--- config.mk ---
export PLATFORM = sky130hd
export DESIGN_NAME = bcd4tobin4
export DESIGN_NICKNAME = d
export VERILOG_FILES = /design/src/rtl/bcd4tobin4_pkg.sv /design/src/rtl/bcd4tobin4_dec3.sv /design/src/rtl/bcd4tobin4.sv
export SDC_FILE = /design/constraint.sdc
export NUM_CORES = 1
export LEC_CHECK = 0
export ABC_AREA = 1
export BUFFER_PORTS_ARGS = -buffer_cell sky130_fd_sc_hd__buf_2
export CORE_UTILIZATION = 40
export CTS_BUF_LIST = sky130_fd_sc_hd__clkbuf_8
export CTS_CLUSTER_SIZE = 20
export DETAILED_ROUTE_END_ITERATION = 8
export SLEW_MARGIN = 30
export SYNTH_ARGS = -nofsm -noshare
export SYNTH_HDL_FRONTEND = slang
export SYNTH_SLANG_ARGS = --single-unit
--- constraint.sdc ---
create_clock -name i_clk -period 1.4 [get_ports i_clk]
set_input_delay 0.07 -clock i_clk [delete_from_list [all_inputs] [get_ports i_clk]]
set_output_delay 0.07 -clock i_clk [all_outputs]
set_load 0.005 [all_outputs]
--- src/rtl/bcd4tobin4_pkg.sv ---
// Shared types and constants for the 4-digit BCD <-> binary converters.
package bcd4tobin4_pkg;

    localparam int unsigned NDigits = 4;
    localparam int unsigned BinW    = 16;
    localparam int unsigned NIter   = 16;

    typedef logic [3:0] bcd_digit_t;

    typedef enum logic [1:0] {
        StIdle,
        StOp,
        StDone
    } state_e;

    function automatic logic digit_valid(input bcd_digit_t d);
        return d <= 4'd9;
    endfunction

endpackage

--- src/rtl/bcd4tobin4_dec3.sv ---
// Reverse double-dabble nibble correction: subtract 3 from any digit that is 8 or more.
module bcd4tobin4_dec3
    import bcd4tobin4_pkg::*;
(
    input  bcd_digit_t digit_i,
    output bcd_digit_t digit_o
);

    always_comb begin
        digit_o = (digit_i >= 4'd8) ? digit_i - 4'd3 : digit_i;
    end

endmodule

--- src/rtl/bcd4tobin4.sv ---
// Sequential 4-digit BCD to 16-bit binary converter (reverse double dabble, 16 iterations)
// with a start/ready/done handshake.
module bcd4tobin4
    import bcd4tobin4_pkg::*;
(
    input  logic            i_clk,
    input  logic            i_rst,
    input  logic            i_start,
    input  bcd_digit_t      i_bcd3,
    input  bcd_digit_t      i_bcd2,
    input  bcd_digit_t      i_bcd1,
    input  bcd_digit_t      i_bcd0,
    output logic            o_ready,
    output logic            o_done,
    output logic [BinW-1:0] o_bin,
    output logic            o_err
);

    state_e                 state_q, state_d;
    logic [4*NDigits-1:0]   bcd_q, bcd_d;
    logic [BinW-1:0]        bin_q, bin_d;
    logic [3:0]             n_q, n_d;
    logic [BinW-1:0]        obin_q, obin_d;
    logic                   err_q, err_d;

    logic [4*NDigits-1:0]   bcd_shift, bcd_adj;
    logic [BinW-1:0]        bin_shift;
    logic                   digits_ok;

    // One right shift of the combined {bcd, bin} register; bcd LSB enters bin MSB.
    assign {bcd_shift, bin_shift} = {bcd_q, bin_q} >> 1;

    for (genvar g = 0; g < NDigits; g++) begin : g_dec
        bcd4tobin4_dec3 u_dec3 (
            .digit_i (bcd_shift[4*g +: 4]),
            .digit_o (bcd_adj[4*g +: 4])
        );
    end

    assign digits_ok = digit_valid(i_bcd3) && digit_valid(i_bcd2) &&
                       digit_valid(i_bcd1) && digit_valid(i_bcd0);

    always_ff @(posedge i_clk) begin
        if (i_rst) begin
            state_q <= StIdle;
            bcd_q   <= '0;
            bin_q   <= '0;
            n_q     <= '0;
            obin_q  <= '0;
            err_q   <= 1'b0;
        end else begin
            state_q <= state_d;
            bcd_q   <= bcd_d;
            bin_q   <= bin_d;
            n_q     <= n_d;
            obin_q  <= obin_d;
            err_q   <= err_d;
        end
    end

    always_comb begin
        state_d = state_q;
        bcd_d   = bcd_q;
        bin_d   = bin_q;
        n_d     = n_q;
        obin_d  = obin_q;
        err_d   = err_q;
        unique case (state_q)
            StIdle: begin
                if (i_start) begin
                    if (digits_ok) begin
                        bcd_d   = {i_bcd3, i_bcd2, i_bcd1, i_bcd0};
                        bin_d   = '0;
                        n_d     = 4'(NIter - 1);
                        err_d   = 1'b0;
                        state_d = StOp;
                    end else begin
                        obin_d  = '0;
                        err_d   = 1'b1;
                        state_d = StDone;
                    end
                end
            end
            StOp: begin
                bcd_d = bcd_adj;
                bin_d = bin_shift;
                n_d   = n_q - 4'd1;
                if (n_q == 4'd0) begin
                    obin_d  = bin_shift;
                    state_d = StDone;
                end
            end
            StDone:  state_d = StIdle;
            default: state_d = StIdle;
        endcase
    end

    always_comb begin
        o_ready = (state_q == StIdle);
        o_done  = (state_q == StDone);
        o_bin   = obin_q;
        o_err   = err_q;
    end

endmodule

-- Yosys cells after proc, flatten, opt, wreduce, memory -nomap -nowiden
Index checks and enable logic that the tools add are counted.
- equal/unequal tests: 6
- order comparisons: 8
- shift operators: 0
- reductions and logical operators: 10
- bitwise logic cells: 0
- muxes and demuxes: 22
- add/sub/neg operators: 5
- div/mod/pow operators: 0
- $mul: 0
- operator list (operator ; number):
    $mux 16 ; 7
    $pmux 16 s2 ; 3
    $mux 4 ; 6
    $le 4x4->1 const B ; 4
    $ge 4x4->1 const B ; 3
    $sub 4x2->4 const B ; 3
    $pmux 4 s2 ; 1
    $mux 2 ; 3
    $ne 2x2->1 const B ; 3
    $ge 3x4->1 const B ; 1
    $logic_not 4->1 ; 1
    $pmux 2 s2 ; 1
    $reduce_and 2->1 ; 2
    $reduce_and 4->1 ; 1
    $sub 3x2->4 const B ; 1
    $sub 4x1->4 const B ; 1
    $logic_and 1x1->1 ; 3
    $reduce_and 3->1 ; 1
    $eq 2x1->1 const B ; 1
    $eq 2x2->1 const B ; 1
    $logic_not 2->1 ; 1
    $ne 2x1->1 const B ; 1
    $reduce_bool 2->1 ; 1
    $mux 1 ; 1
- memories: 0
- output and inout port bits: 19
- input port bits: 19
- RAM bits: 0
- logic and storage cells: 57
- flip-flop bits (word level): 55
- bits in read-only memories: 0
- latch bits: 0

-- Longest topological paths before layout
- depth after elaboration: 7
- depth in mapped cells: 10
- depth with buffers taken out: 9

-- Hierarchy
A second synthesis with hierarchy kept.
- cells, all modules: 424
- area total of the unflattened synthesis: 2826.5 um2
- modules (own cells, without submodules) (module ; sequential area each (um2) ; area an instance (um2) ; cells an instance ; instances):
    bcd4tobin4 ; 1081.0 ; 2471.1 ; 360 ; 1
    bcd4tobin4_dec3 ; 0.0 ; 88.8 ; 16 ; 4

-- Worst setup path after synthesis
No wires, ideal clock.
- kind: register -> register
- from: register n_q[0]
- to: register obin_q[10] (netlist: o_bin[10])
- cell stages (with the launch flop): 8
- setup time: 113 ps
- slack: 69 ps
- clock period less this slack: 1331 ps
- buffers on the path: 1
- data required time: 1287 ps
- arrival time: 1218 ps
- cell sequence: dfxtp_1 -> inv_1 -> ha_1 -> a31oi_4 -> nor2_8 -> buf_6 -> a21oi_2 -> nor2_1
- word-level cells in the longest chain between the ends: 3
- ends and longest elaborated chain (element ; line ; RTL):
    start, declared ; bcd4tobin4.sv:22 ; logic [3:0] n_q, n_d;
    start signal, assigned ; bcd4tobin4.sv:55 ; n_q <= n_d;
    $logic_not 4->1 ; bcd4tobin4.sv:88 ; if (n_q == 4'd0) begin
    $ne 2x2->1 (no source line) ; -- ;
    $reduce_and 4->1 (no source line) ; -- ;
    end signal, assigned ; bcd4tobin4.sv:56 ; obin_q <= obin_d;
    end, declared ; bcd4tobin4.sv:23 ; logic [BinW-1:0] obin_q, obin_d;
Every way passes these cells.
A chain may end at the register's enable or synchronous reset.

-- Worst setup path after layout
- from: register n_q[0]
- to: register obin_q[3] (netlist: o_bin[3])
The elaborated chain is that of the path after synthesis.

==> flow_summary.json <==
{
  "outcome": "finished, violations left",
  "violations": "design-rule violations",
  "dieHeight_um": 84.4,
  "io_pins": 38,
  "grt_start_max_net_pins": 34,
  "grt_pass1_vias": 2319,
  "avgSynthCellArea_um2": 6.99,
  "final_nets": 463,
  "synth_compound_area_share_pct": 14.4,
  "required_ns": 1.62,
  "synth_cell_types": 29,
  "hpwl_um": 4030,
  "critPathKind": "reg -> reg",
  "tritoncts": "yes",
  "dpl-instance-area_um2": 3040,
  "hold_depth": 3,
  "synth.area.top_cells": "dfxtp_1 40%, nand2_1 14%, nor2_1 8.2%",
  "root_buffer": "clkbuf_8",
  "coreArea_um2": 6460,
  "antenna_found_initial": 0,
  "area_growth_syn_to_layout_pct": 22.6,
  "routedWlPerCell_um": 12.6,
  "cts_buffer_depth": 2,
  "port_buffers": 37,
  "hold_path_end": "bcd_q[15]",
  "track_usage_pct": 18.4,
  "synth_top_area_share_pct": 39.8,
  "cellPowerDensity_nw_per_um2": 1030,
  "ys_warn_count": 0,
  "slew_viol_final": 0,
  "netlist_area_um2": 2710,
  "r2r_slack_ns": 0.06,
  "ys_seq_area_share_pct": 39.8,
  "dr_total_vias": 2552,
  "initial_utilization_pct": 42.0,
  "post_route_cells_drive_above_1_share_pct": 24.0,
  "synthSimpleGateAreaFrac_pct": 32.7,
  "synth_seq_cells": 54,
  "hp-class": "in -> reg",
  "r2r-start": "n_q[0]",
  "route.detailed.drc": 2,
  "diodes": 0,
  "chipWidth_um": 84.4,
  "clock.fmax_ghz": 0.747,
  "drtAntennaViolNets": 0,
  "cp-end-kind": "register",
  "finalCritPeriodShare_pct": 95.6,
  "yosys.area_share.adder_pct": 3.23,
  "period_needed_ns": 1.34,
  "dp.cells": 498,
  "htreeDepth": 2,
  "clkTransAtPathRegs_ns": 0.11,
  "min_from": "i_bcd3[3]",
  "cts_buffers": 5,
  "p_leak_nw": 1.51,
  "syn_nets": 414,
  "wirelength_um": 6500,
  "grt_remaining_overflow": 0,
  "vias_per_cell": 4.96,
  "first_pass_iters": 8,
  "grt_pass1_wl_um": 10700,
  "critPathArrivalTime_ns": 1.55,
  "rr_worst_depth": 8,
  "synth_xor_area_share_pct": 0.645,
  "fin_area_um2": 3330,
  "ir_drop_uv": 612,
  "cap_violations": 0,
  "synth_top_family_by_area": "simple AND/OR/NAND/NOR gates",
  "fin_skew_ns": 0.00968,
  "synthCells": 388,
  "drtIter0Drc": 122,
  "setup_viol_count_final": 0,
  "relSlewSlack_pct": 76.7,
  "clk_latency_ns": 0.32,
  "gp_congestion": 0.820,
  "synthMuxAreaShare_pct": 0.738,
  "die_area_um2": 7120,
  "startpoint_type": "register",
  "stdcell_count": 515,
  "crit_fanout": 9,
  "reg2reg_to": "o_bin[3]",
  "worst_slew_pin_slew_ns": 0.349,
  "rows": 29,
  "cts.sinks": 54,
  "synth_top_area_cell": "dfxtp_1",
  "hold_viol": 0,
  "rsz0062_at_grt": "yes"
}
through the flow:
step,utilization (%),power (mW),hold slack [ns],TNS [ns],setup WS (ns)
floorplan,-,2.21,0.139,0,0.0693
global placement,47.0,2.41,0.366,-0.998,-0.0788
detailed placement,47.0,2.42,0.381,-1.24,-0.0918
CTS,49.3,3.39,0.0303,0,0.0144
global route,51.5,3.62,0.0425,-0.0539,-0.0126
finish,51.5,3.44,0.0409,0,0.0618
cells in the final DEF (no fill, tap or decap), drive strengths merged:
cell type | synthesis | routed
a21boi | 3 | 3
clkinv | 0 | 1
clkbuf | 7 | 7
nor2 | 61 | 63
nand2 | 108 | 108
nand4 | 1 | 1
a21oi | 43 | 43
ha | 7 | 7
xor2 | 2 | 2
o21ai | 15 | 15
a31oi | 1 | 1
inv | 26 | 28
buf | 15 | 60
nand3 | 36 | 36
mux2i | 2 | 2
o21a | 3 | 3
nand3b | 3 | 3
dfxtp | 54 | 54
or2 | 1 | 1
per-layer routing:
metal	vias up	routed length, um	GRT usage, %
met2	59	2980	30.9
met4	0	51	4.93
met1	1152	3110	24.1
met5	-	0	0
met3	5	359	3.64
li1	1336	-	-
cell usage after synthesis:
cell,count
mux2i_1,2
or2_2,1
dfxtp_1,54
buf_6,4
nor2_2,1
o21ai_0,9
a31oi_4,1
inv_1,22
nand2_4,2
nor2_1,59
inv_2,4
a21boi_1,2
a21oi_2,9
xor2_1,2
nand3b_1,3
o21ai_1,6
o21a_1,3
nand4_1,1
ha_1,7
nand2_2,2
nand2_1,104
buf_4,3
nor2_8,1
a21oi_1,34
buf_2,6
nand3_1,36
buf_1,2
a21boi_0,1
clkbuf_1,7
flip-flops by register name, summed over array words and instances (netlist names):
name / cells
n_q: 4
bcd_q: 16
bin_q: 15
o_bin: 16
state_q: 2
o_err: 1
critical path, stage by stage (launching register included):
cell and delay (ns):
dfxtp_1 0.33, inv_2 0.05, ha_4 0.16, a31oi_4 0.19, buf_6 0.13, nor2_4 0.04, buf_12 0.15, a21oi_2 0.12
nor2_1 0.06
cells by family after synthesis:
family | after synthesis
simple gates | 210
flops | 54
xor+xnor | 2
fa+ha+maj | 7
buf+inv | 48
compound gates | 65
mux | 2
what timing repair did:
action                     in CTS  in global routing
hold buffers                    0                  0
setup endpoints to repair      17                 50
buffers inserted                3                  4
resized for setup               1                 21
cloned                          1                  3
pin swaps                       3                  5
cell type report:
| class | instances | area (um^2) |
|---|---|---|
| multi-input cells | 288 | 1470 |
| clock buffers | 5 | 68.8 |
| inverters | 26 | 103 |
| fillers | 662 | 3130 |
| well taps | 77 | 96.3 |
| clock inverters | 3 | 28.8 |
| repair buffers | 62 | 473 |
| flip-flops and latches | 54 | 1090 |
worst max path at each step:
stage / from / endpoint / slack, ns / cells after the start
detailed placement: n_q[0] / o_bin[15] / -0.09 / 7
global placement: n_q[0] / o_bin[1] / -0.08 / 7
floorplan: n_q[0] / o_bin[10] / 0.07 / 7
finish: n_q[0] / o_bin[3] / 0.06 / 8
global route: state_q[1] / o_bin[7] / -0.01 / 8
CTS: n_q[0] / o_bin[3] / 0.01 / 8
power by group:
part | leakage (nW) | internal (mW) | switching (mW)
clock | 0.0506 | 0.376 | 0.574
sequential | 0.443 | 1.64 | 0.0690
combinational | 1.01 | 0.346 | 0.436
Note: power is estimated with default switching activity, not from simulation.
